## src/rtl/blit_sched_pkg.sv

```systemverilog
// Shared types and constants for the blitter scheduler: FSM states,
// requester indices and stop-register data bit positions.
package blit_sched_pkg;

    typedef enum logic [2:0] {
        IDLE    = 3'd0,
        START   = 3'd1,
        RUN     = 3'd2,
        STOPPED = 3'd3,
        RECOVER = 3'd4,
        DONE    = 3'd5
    } state_t;

    localparam int REQ_GPU = 0;
    localparam int REQ_DSP = 1;

    localparam int STOP_RESUME_BIT = 0;
    localparam int STOP_ABORT_BIT  = 1;

    function automatic logic [1:0] onehot(input logic idx);
        onehot = idx ? 2'b10 : 2'b01;
    endfunction

endpackage

```

## src/rtl/blit_sched_rr_arb.sv

```systemverilog
// Two-input round-robin picker: on a tie the requester that did not own
// the blitter last wins; a lone requester always wins.
module blit_rr_arb
    import blit_sched_pkg::*;
(
    input  logic [1:0] req,
    input  logic       last_owner,
    output logic       valid,
    output logic       winner
);

    always_comb begin
        valid = |req;
        if (req == 2'b11) begin
            winner = ~last_owner;
        end else begin
            winner = req[REQ_DSP];
        end
    end

endmodule

```

## src/rtl/blit_sched.sv

```systemverilog
// Blitter scheduler: arbitrates GPU/DSP jobs, sequences start/run/done and
// forwards the owner's resume/abort decision after a collision stop.
// Build option STOP_TIMEOUT_EN adds an automatic abort after TIMEOUT stopped cycles.
// Handshake: req is a level held by the requester; gnt answers one cycle later and
// stays high through the done pulse; resume/abort are single-cycle strobes from the owner.
module blit_sched
    import blit_sched_pkg::*;
#(
    parameter int TIMEOUT = 1024,
    parameter int TW      = 10,
    parameter int CW      = 8
) (
    input  logic          sys_clk,
    input  logic          reset,
    input  logic [1:0]    req,
    output logic [1:0]    gnt,
    output logic [1:0]    done,
    output logic          done_abort,
    output logic          owner,
    output logic          blit_start,
    input  logic          blit_busy,
    input  logic          blit_stopped,
    output logic [1:0]    coll_irq,
    input  logic [1:0]    resume,
    input  logic [1:0]    abort,
    output logic          stop_ld,
    output logic          stop_resume,
    output logic          stop_abort,
    output logic [CW-1:0] coll_count,
    output state_t        dbg_state
);

    if (TIMEOUT > (2 ** TW)) begin : g_tw_check
        $error("TW too narrow for TIMEOUT");
    end

    state_t     state;
    logic       last_owner;
    logic       seen_busy;
    logic       aborted;
    logic [1:0] stop_data;
    logic       arb_valid;
    logic       arb_winner;
    logic       own_resume;
    logic       own_abort;
    logic       do_abort;

    blit_rr_arb u_arb (
        .req        (req),
        .last_owner (last_owner),
        .valid      (arb_valid),
        .winner     (arb_winner)
    );

    assign dbg_state   = state;
    assign stop_resume = stop_data[STOP_RESUME_BIT];
    assign stop_abort  = stop_data[STOP_ABORT_BIT];
    assign own_resume  = resume[owner];
    assign own_abort   = abort[owner];

`ifdef STOP_TIMEOUT_EN
    logic [TW-1:0] stop_cnt;
    // An owner resume in the expiry cycle still beats the automatic abort.
    assign do_abort = own_abort | ((stop_cnt == TW'(TIMEOUT - 1)) & ~own_resume);
`else
    assign do_abort = own_abort;
`endif

    always_ff @(posedge sys_clk) begin
        if (reset) begin
            state      <= IDLE;
            last_owner <= 1'b1;
            seen_busy  <= 1'b0;
            aborted    <= 1'b0;
            gnt        <= '0;
            done       <= '0;
            done_abort <= 1'b0;
            owner      <= 1'b0;
            blit_start <= 1'b0;
            coll_irq   <= '0;
            stop_ld    <= 1'b0;
            stop_data  <= '0;
            coll_count <= '0;
`ifdef STOP_TIMEOUT_EN
            stop_cnt   <= '0;
`endif
        end else begin
            blit_start <= 1'b0;
            done       <= '0;
            done_abort <= 1'b0;
            stop_ld    <= 1'b0;
            stop_data  <= '0;
            case (state)
                IDLE: begin
                    if (arb_valid) begin
                        owner <= arb_winner;
                        gnt   <= onehot(arb_winner);
                        state <= START;
                    end
                end
                START: begin
                    blit_start <= 1'b1;
                    seen_busy  <= 1'b0;
                    state      <= RUN;
                end
                RUN: begin
                    if (blit_busy) seen_busy <= 1'b1;
                    if (blit_stopped) begin
                        coll_irq <= onehot(owner);
                        if (coll_count != '1) coll_count <= coll_count + 1'b1;
`ifdef STOP_TIMEOUT_EN
                        stop_cnt <= '0;
`endif
                        state    <= STOPPED;
                    end else if (seen_busy && !blit_busy) begin
                        done       <= onehot(owner);
                        done_abort <= aborted;
                        state      <= DONE;
                    end
                end
                STOPPED: begin
`ifdef STOP_TIMEOUT_EN
                    stop_cnt <= stop_cnt + 1'b1;
`endif
                    if (do_abort) begin
                        stop_ld                   <= 1'b1;
                        stop_data[STOP_ABORT_BIT] <= 1'b1;
                        aborted                   <= 1'b1;
                        coll_irq                  <= '0;
                        state                     <= RECOVER;
                    end else if (own_resume) begin
                        stop_ld                    <= 1'b1;
                        stop_data[STOP_RESUME_BIT] <= 1'b1;
                        coll_irq                   <= '0;
                        state                      <= RECOVER;
                    end
                end
                RECOVER: begin
                    // seen_busy is kept so a resumed job may finish without a fresh busy rise.
                    if (!blit_stopped) begin
                        if (aborted) begin
                            done       <= onehot(owner);
                            done_abort <= 1'b1;
                            state      <= DONE;
                        end else begin
                            state <= RUN;
                        end
                    end
                end
                DONE: begin
                    gnt        <= '0;
                    last_owner <= owner;
                    aborted    <= 1'b0;
                    state      <= IDLE;
                end
                default: state <= IDLE;
            endcase
        end
    end

endmodule
```

## config.mk

```make
export PLATFORM = sky130hd
export DESIGN_NAME = blit_sched
export DESIGN_NICKNAME = d
export VERILOG_FILES = /design/src/rtl/blit_sched_pkg.sv /design/src/rtl/blit_sched_rr_arb.sv /design/src/rtl/blit_sched.sv
export SDC_FILE = /design/constraint.sdc
export NUM_CORES = 1
export LEC_CHECK = 0
export BUFFER_PORTS_ARGS = -buffer_cell sky130_fd_sc_hd__buf_2
export CORE_UTILIZATION = 47
export CTS_BUF_LIST = sky130_fd_sc_hd__clkbuf_16
export DETAILED_ROUTE_END_ITERATION = 16
export PLACE_DENSITY = 0.73
export REMOVE_ABC_BUFFERS = 1
export SLEW_MARGIN = 30
export SYNTH_ARGS = -nofsm -noshare
export SYNTH_HDL_FRONTEND = slang
export SYNTH_SLANG_ARGS = --single-unit
```

## constraint.sdc

```tcl
create_clock -name sys_clk -period 1.7 [get_ports sys_clk]
set_clock_uncertainty 0.15 [all_clocks]
set_input_delay 0.17 -clock sys_clk [delete_from_list [all_inputs] [get_ports sys_clk]]
set_output_delay 0.17 -clock sys_clk [all_outputs]
set_load 0.05 [all_outputs]
```

==> After elaboration in Yosys (flattened, before gate mapping) <==
Cells that the tools add are included.
{ "word_totals": {"register_bits": 26, "in_bits": 10, "output_inout_bits": 23, "word_cells": 88} }
{ "classes": {"addsub": 1, "magnitude_cmp": 1, "eq_ne": 14, "muxes": 39, "bitwise_logic": 2, "reduce_logical": 17} }
{ "op_table": {"columns": ["cell", "count"], "rows": [
  ["3-bit two-way mux", 7],
  ["2-bit two-way mux", 10],
  ["1-bit two-way mux", 15],
  ["3-bit case mux with 5 select lines", 1],
  ["2-bit case mux with 2 select lines", 3],
  ["2-bit != test (second input constant)", 5],
  ["8-bit by 1-bit adder with 8-bit output (second input constant)", 1],
  ["8-bit != test (second input constant)", 1],
  ["2-bit AND reduction", 4],
  ["2-bit nonzero test", 4],
  ["3-bit by 2-bit equality test with 1-bit output (second input constant)", 2],
  ["3-bit equality test (second input constant)", 2],
  ["3-bit != test (second input constant)", 2],
  ["1-bit case mux with 2 select lines", 3],
  ["3-bit AND reduction", 2],
  ["4-bit AND reduction", 1],
  ["2-bit OR reduction", 2],
  ["3-bit by 1-bit equality test with 1-bit output (second input constant)", 1],
  ["3-bit logical NOT", 1],
  ["3-bit OR reduction", 1],
  ["2-bit equality test (second input constant)", 1],
  ["1-bit by 2-bit less-than comparator with 1-bit output (second input constant)", 1],
  ["1-bit inverter", 2],
  ["1-bit logical AND", 1],
  ["1-bit logical NOT", 1]
]} }

==> Depth between registers and ports, before layout <==
{ "logic_depth": {"ltp_word": 5, "depth_mapped": 6, "depth_no_buf": 5} }

==> Modules after synthesis <==
A second synthesis with hierarchy kept.
{ "hier_totals": {"cells_unflattened": 133, "area_unflattened_um2": 1237.4} }
{ "by_module_without_submodules": {"columns": ["mod", "instances", "cells_each", "area_each_um2"], "rows": [
  ["blit_sched", 1, 131, 1223.7],
  ["blit_rr_arb", 1, 2, 13.8]
]} }

==> Worst setup path after synthesis <==
No wires, ideal clock.
{ "synth_timing": {"path_type": "register to register", "start": "register coll_count[0]", "end": "register coll_count[1]", "arrival_ns": 1.707, "setup_slack_ns": -0.284, "path_stages_with_launch": 6, "path_buffers": 0, "path_cell_list": "dfxtp_1 ha_1 nand3_1 o21ai_0 mux2i_1 nor2_1"} }
{ "synth_between": {"elab_chain_cells": 2, "elab_cells_between_ends": 3} }
{ "synth_lines": {"columns": ["item", "line_no", "source"], "rows": [
  ["from (decl)", "blit_sched.sv:29", "output logic [CW-1:0] coll_count,"],
  ["from (signal assigned)", "blit_sched.sv:110", "if (coll_count != '1) coll_count <= coll_count + 1'b1;"],
  ["branches (longest 2 deep; another with 8-bit by 1-bit adder with 8-bit output)", null, null]
]} }
Parallel ways; which one is timed is not known.
A chain may end at the register's enable or synchronous reset.

==> Worst setup path in the final report <==
{ "layout_timing": {"start": "register state[2] (netlist: dbg_state[2])", "end": "register coll_count[7]"} }
{ "layout_between": {"elab_chain_cells": 2} }
{ "layout_lines": {"columns": ["item", "line_no", "source"], "rows": [
  ["from (decl)", "blit_sched.sv:37", "state_t state;"],
  ["from (signal assigned)", "blit_sched.sv:71", "state <= IDLE;"],
  ["from (signal assigned)", "blit_sched.sv:98", "state <= START;"],
  ["from (signal assigned)", "blit_sched.sv:104", "state <= RUN;"],
  ["3-bit by 2-bit equality test with 1-bit output", "blit_sched.sv:93", "case (state)"],
  ["3-bit AND reduction (no line)", null, null]
]} }
No other way between the ends.

==> results by group <==
Status
  – Outcome: finished, final reports clean

Setup path
  – WS Path Type: register to register
  – Family with the most delay on the worst path: simple AND/OR/NAND/NOR gates
  – Highest-delay cell along the critical path: sky130_fd_sc_hd__and4bb_1
  – Max incr delay on CP: 0.45 ns
  – Critical path cell sequence: and4bb_1 > o211ai_4 > or3_1 > a21oi_1
  – Worst Setup End Kind: register
  – WP data arrival: 1.62 ns
  – Required time reported for the critical path endpoint: 1.74 ns
  – Critical Path Source Type: register
  – Maximum fanout encountered on the critical timing path: 8
  – CP Depth: 4
  – Bufs and invs on worst path: 0
  – Register-to-Register Path Depth: 4

Routing
  – Number of vias per cell: 5.388
  – Remaining number of nets flagged by the antenna check after routing: 0
  – Total vias in the final route: 1,083
  – Total Wirelength: 2.407 mm
  – Number of remaining DRC errors: 0
  – Post-DR wirelength/cell: 11.98 um
  – Violation count after the first detailed-routing iteration: 12
  – First-pass detailed-route iteration total: 4

Hold path
  – Worst hold path cell count: 3
  – Class of the most critical hold timing path: input pin to register

STA
  – Final critical-path required period: 1.586 ns
  – Worst-case headroom to the max-slew limit: 77.43%
  – Slew Viols, Final: 0
  – Count of final setup violators: 0
  – Final Hold Viols: 0
  – Final worst path period share: 93.30%
  – Timing-limited maximum frequency: 630.5 MHz
  – Tightest Pin Transition: 0.3354 ns
  – Setup TNS: 0 ns
  – Setup repair after global routing missed its margin: no

Floorplan
  – Vert. Die Dim: 52.71 um
  – Count of boundary I/O pins: 33
  – Starting utilization of the core area: 49.24%
  – Placement row count: 18
  – Area enclosed by the die boundary: 0.002778 sq mm
  – Total core area: 0.002455 sq mm
  – Horizontal extent of the die: 52.71 um

Yosys
  – Unique masters post-synth: 43
  – Synthesis-stage register bit count: 26
  – Syn Std Cell Area: 0.001209 sq mm
  – Cell types with the largest area share after synthesis: sky130_fd_sc_hd__dfxtp_1 43%, sky130_fd_sc_hd__nor2_1 5.6%, sky130_fd_sc_hd__a21oi_1 4.1%, sky130_fd_sc_hd__xor2_1 3.6%, sky130_fd_sc_hd__nand2_1 2.8%
  – Portion of netlist area occupied by mux cells: 2.484%
  – Gate count of the mapped netlist: 136
  – Share of synthesized area occupied by flip-flops and latches: 43.06%
  – Synthesized-area fraction occupied by xor and xnor cells: 3.623%
  – Number of flops mapped to enable cells by yosys: 0
  – Leading area contributor after synthesis: sky130_fd_sc_hd__dfxtp_1
  – Most frequent cells after synthesis: 26 x sky130_fd_sc_hd__dfxtp_1, 18 x sky130_fd_sc_hd__nor2_1, 10 x sky130_fd_sc_hd__a21oi_1
  – Main combinational cell family by area after synthesis: simple AND/OR/NAND/NOR gates
  – Fraction of post-synthesis cell area in the top cell type by area: 43.06%
  – Warning count from the yosys run: 0
  – Synth Flop Type: sky130_fd_sc_hd__dfxtp_1
  – Avg Cell Area, Syn: 8.887 sq um
  – Simple logic cell fraction of the synthesized area: 25.36%
  – Share of the synthesized area in compound gates (AO/OA/AOI/OAI): 19.77%
  – Proportion of synthesized flip-flops having asynchronous set or reset: 0%
  – Adder-cell share of the synthesized area: 1.035%
  – Most frequently used cell type in the post-synthesis netlist: sky130_fd_sc_hd__dfxtp_1

GRT
  – Number of antenna violations at the first check in global routing: 0
  – Total grt overflow: 0
  – Global-route wire length before repair: 3.864 mm
  – Number of global-route vias before repair: 923
  – Pin count of the biggest net entering global routing: 20
  – GRT Util Overall: 19.29%

Layout
  – P&R area growth vs syn: 23.81%
  – Share of final-layout standard cells stronger than drive strength 1: 28.07%
  – Antenna diode count: 0
  – Non-Filler Instances: 201
  – Layout Nets: 183
  – Finished Cell Area: 0.001496 sq mm

Power
  – Switching Share: 33.01%
  – Cell-internal power: 0.001116 W
  – Share of total power in the clock network: 31.1%
  – Portion of total power attributed to sequential cells: 40.6%
  – Combinational fraction of design power: 28.3%
  – Worst IR Drop VDD: 728.5 uV
  – Ratio of total power to cell area: 1114 mW/mm^2
  – Power spent charging and discharging nets: 0.0005502 W
  – Leakage power summed over all cells: 0.6883 nW

Clocking
  – Clock tree from TritonCTS: built
  – Worst-case clock buffer depth: 2
  – Number of buffers added to fix hold violations after cts: 0
  – Clock Sinks: 26
  – H-tree depth reported by CTS: 1
  – Clock latency reported for the late side of the worst-skew pair: 0.26 ns
  – Post-CTS clock slew at the launch and capture registers of the worst setup and hold paths: 0.06 ns
  – Root buffer cell: sky130_fd_sc_hd__clkbuf_16
  – Number of buffers added by the clock tree synthesis step: 3

Place
  – Estimated wirelength of the detail-placed design: 1.817 mm
  – Standard cell area after detailed placement: 0.001414 sq mm
  – Final Wtd Congestion: 0.8920
  – Inst Count DP: 197
  – Total of buffers placed on input and output ports: 32

Job
  – Maximum capacitance violations: 0
state kept, by name, summed over array words and instances (netlist names):
name	cells
done	2
owner	1
stop_data	2
seen_busy	1
aborted	1
gnt	2
coll_count	8
coll_irq	2
last_owner	1
blit_start	1
stop_ld	1
done_abort	1
dbg_state	3
cell type report:
cell class	instances	area (sq um)
clock buffers	3	75.07
clock inverters	1	3.754
fillers	222	958.4
inverters	3	11.26
multi-input cells	99	634.4
flip-flops and latches	26	521.8
well taps	30	37.54
repair buffers	39	212.7
tightest hold or removal path, stage by stage:
cell and delay, ns:
sky130_fd_sc_hd__buf_2 0.10, sky130_fd_sc_hd__mux2i_1 0.08, sky130_fd_sc_hd__nor2_1 0.09
repair_timing:
action / in CTS / in global routing
endpoints found under the setup margin: 0 / 3
buffers inserted: 0 / 0
resized for setup: 0 / 3
hold endpoints to repair: 0 / 0
per-stage QoR:
step | power, W | hold WS [ns] | worst slack [ns] | utilization, %
after global routing | 0.001750 | 0.07291 | 0.02046 | 60.96
after detailed placement | 0.001160 | 0.3181 | 0.09564 | 57.59
after floorplan | 0.001023 | 0.08907 | -0.2725 | -
after CTS | 0.001680 | 0.06659 | 0.07908 | 60.81
after global placement | 0.001151 | 0.2968 | 0.1564 | 57.59
final | 0.001667 | 0.05996 | 0.1139 | 60.96
path summary, 6_finish.rpt:
kind                     start       endpoint  slack, ns
setup / recovery  dbg_state[2]  coll_count[7]       0.11
hold / removal        abort[0]   stop_data[1]       0.06
setup reg to reg  dbg_state[2]  coll_count[7]       0.11
hold reg to reg         gnt[1]         gnt[1]       0.32
per-layer routing:
metal	GRT usage [%]	wire length (um)	share of wire (%)
met1	22.96	1063	44
met4	11.84	45	1.9
met2	32.07	1193	50
met5	0	0	0
met3	2.899	105	4.4
cell usage in the layout, fill, tap and decap left out, types with 2 or more instances in the layout:
master	n
sky130_fd_sc_hd__buf_2	32
sky130_fd_sc_hd__dfxtp_1	25
sky130_fd_sc_hd__nor2_1	18
sky130_fd_sc_hd__a21oi_1	10
sky130_fd_sc_hd__nand2_1	9
sky130_fd_sc_hd__buf_4	7
sky130_fd_sc_hd__xor2_1	5
sky130_fd_sc_hd__o21ai_0	4
sky130_fd_sc_hd__nor3_1	4
sky130_fd_sc_hd__o211ai_1	4
sky130_fd_sc_hd__and2_1	4
sky130_fd_sc_hd__mux2i_1	3
sky130_fd_sc_hd__nor2b_1	3
sky130_fd_sc_hd__inv_1	3
sky130_fd_sc_hd__nand2b_1	3
sky130_fd_sc_hd__clkbuf_16	3
sky130_fd_sc_hd__nand3_1	2
sky130_fd_sc_hd__and2b_1	2
sky130_fd_sc_hd__a22oi_1	2
sky130_fd_sc_hd__a21o_1	2
sky130_fd_sc_hd__o2111ai_1	2
power by group through the flow:
| stage | Clock [W] | Sequential [W] | Combinational, W |
|---|---|---|---|
| finish | 0.000518 | 0.000677 | 0.000471 |
| global route | 0.000556 | 0.000683 | 0.000510 |
| CTS | 0.000531 | 0.000677 | 0.000472 |
| detailed placement | 0 | 0.000692 | 0.000468 |
| global placement | 0 | 0.000689 | 0.000462 |
| floorplan | 0 | 0.000859 | 0.000163 |
cell families (layout without fill, tap and decap cells):
group	Yosys count	in the layout
fa+ha+maj	1	1
buf+inv	11	46
xor+xnor	5	5
compound gates	34	34
mux	3	3
flops	26	26
simple gates	56	56
(Power assumes the default switching activity.)
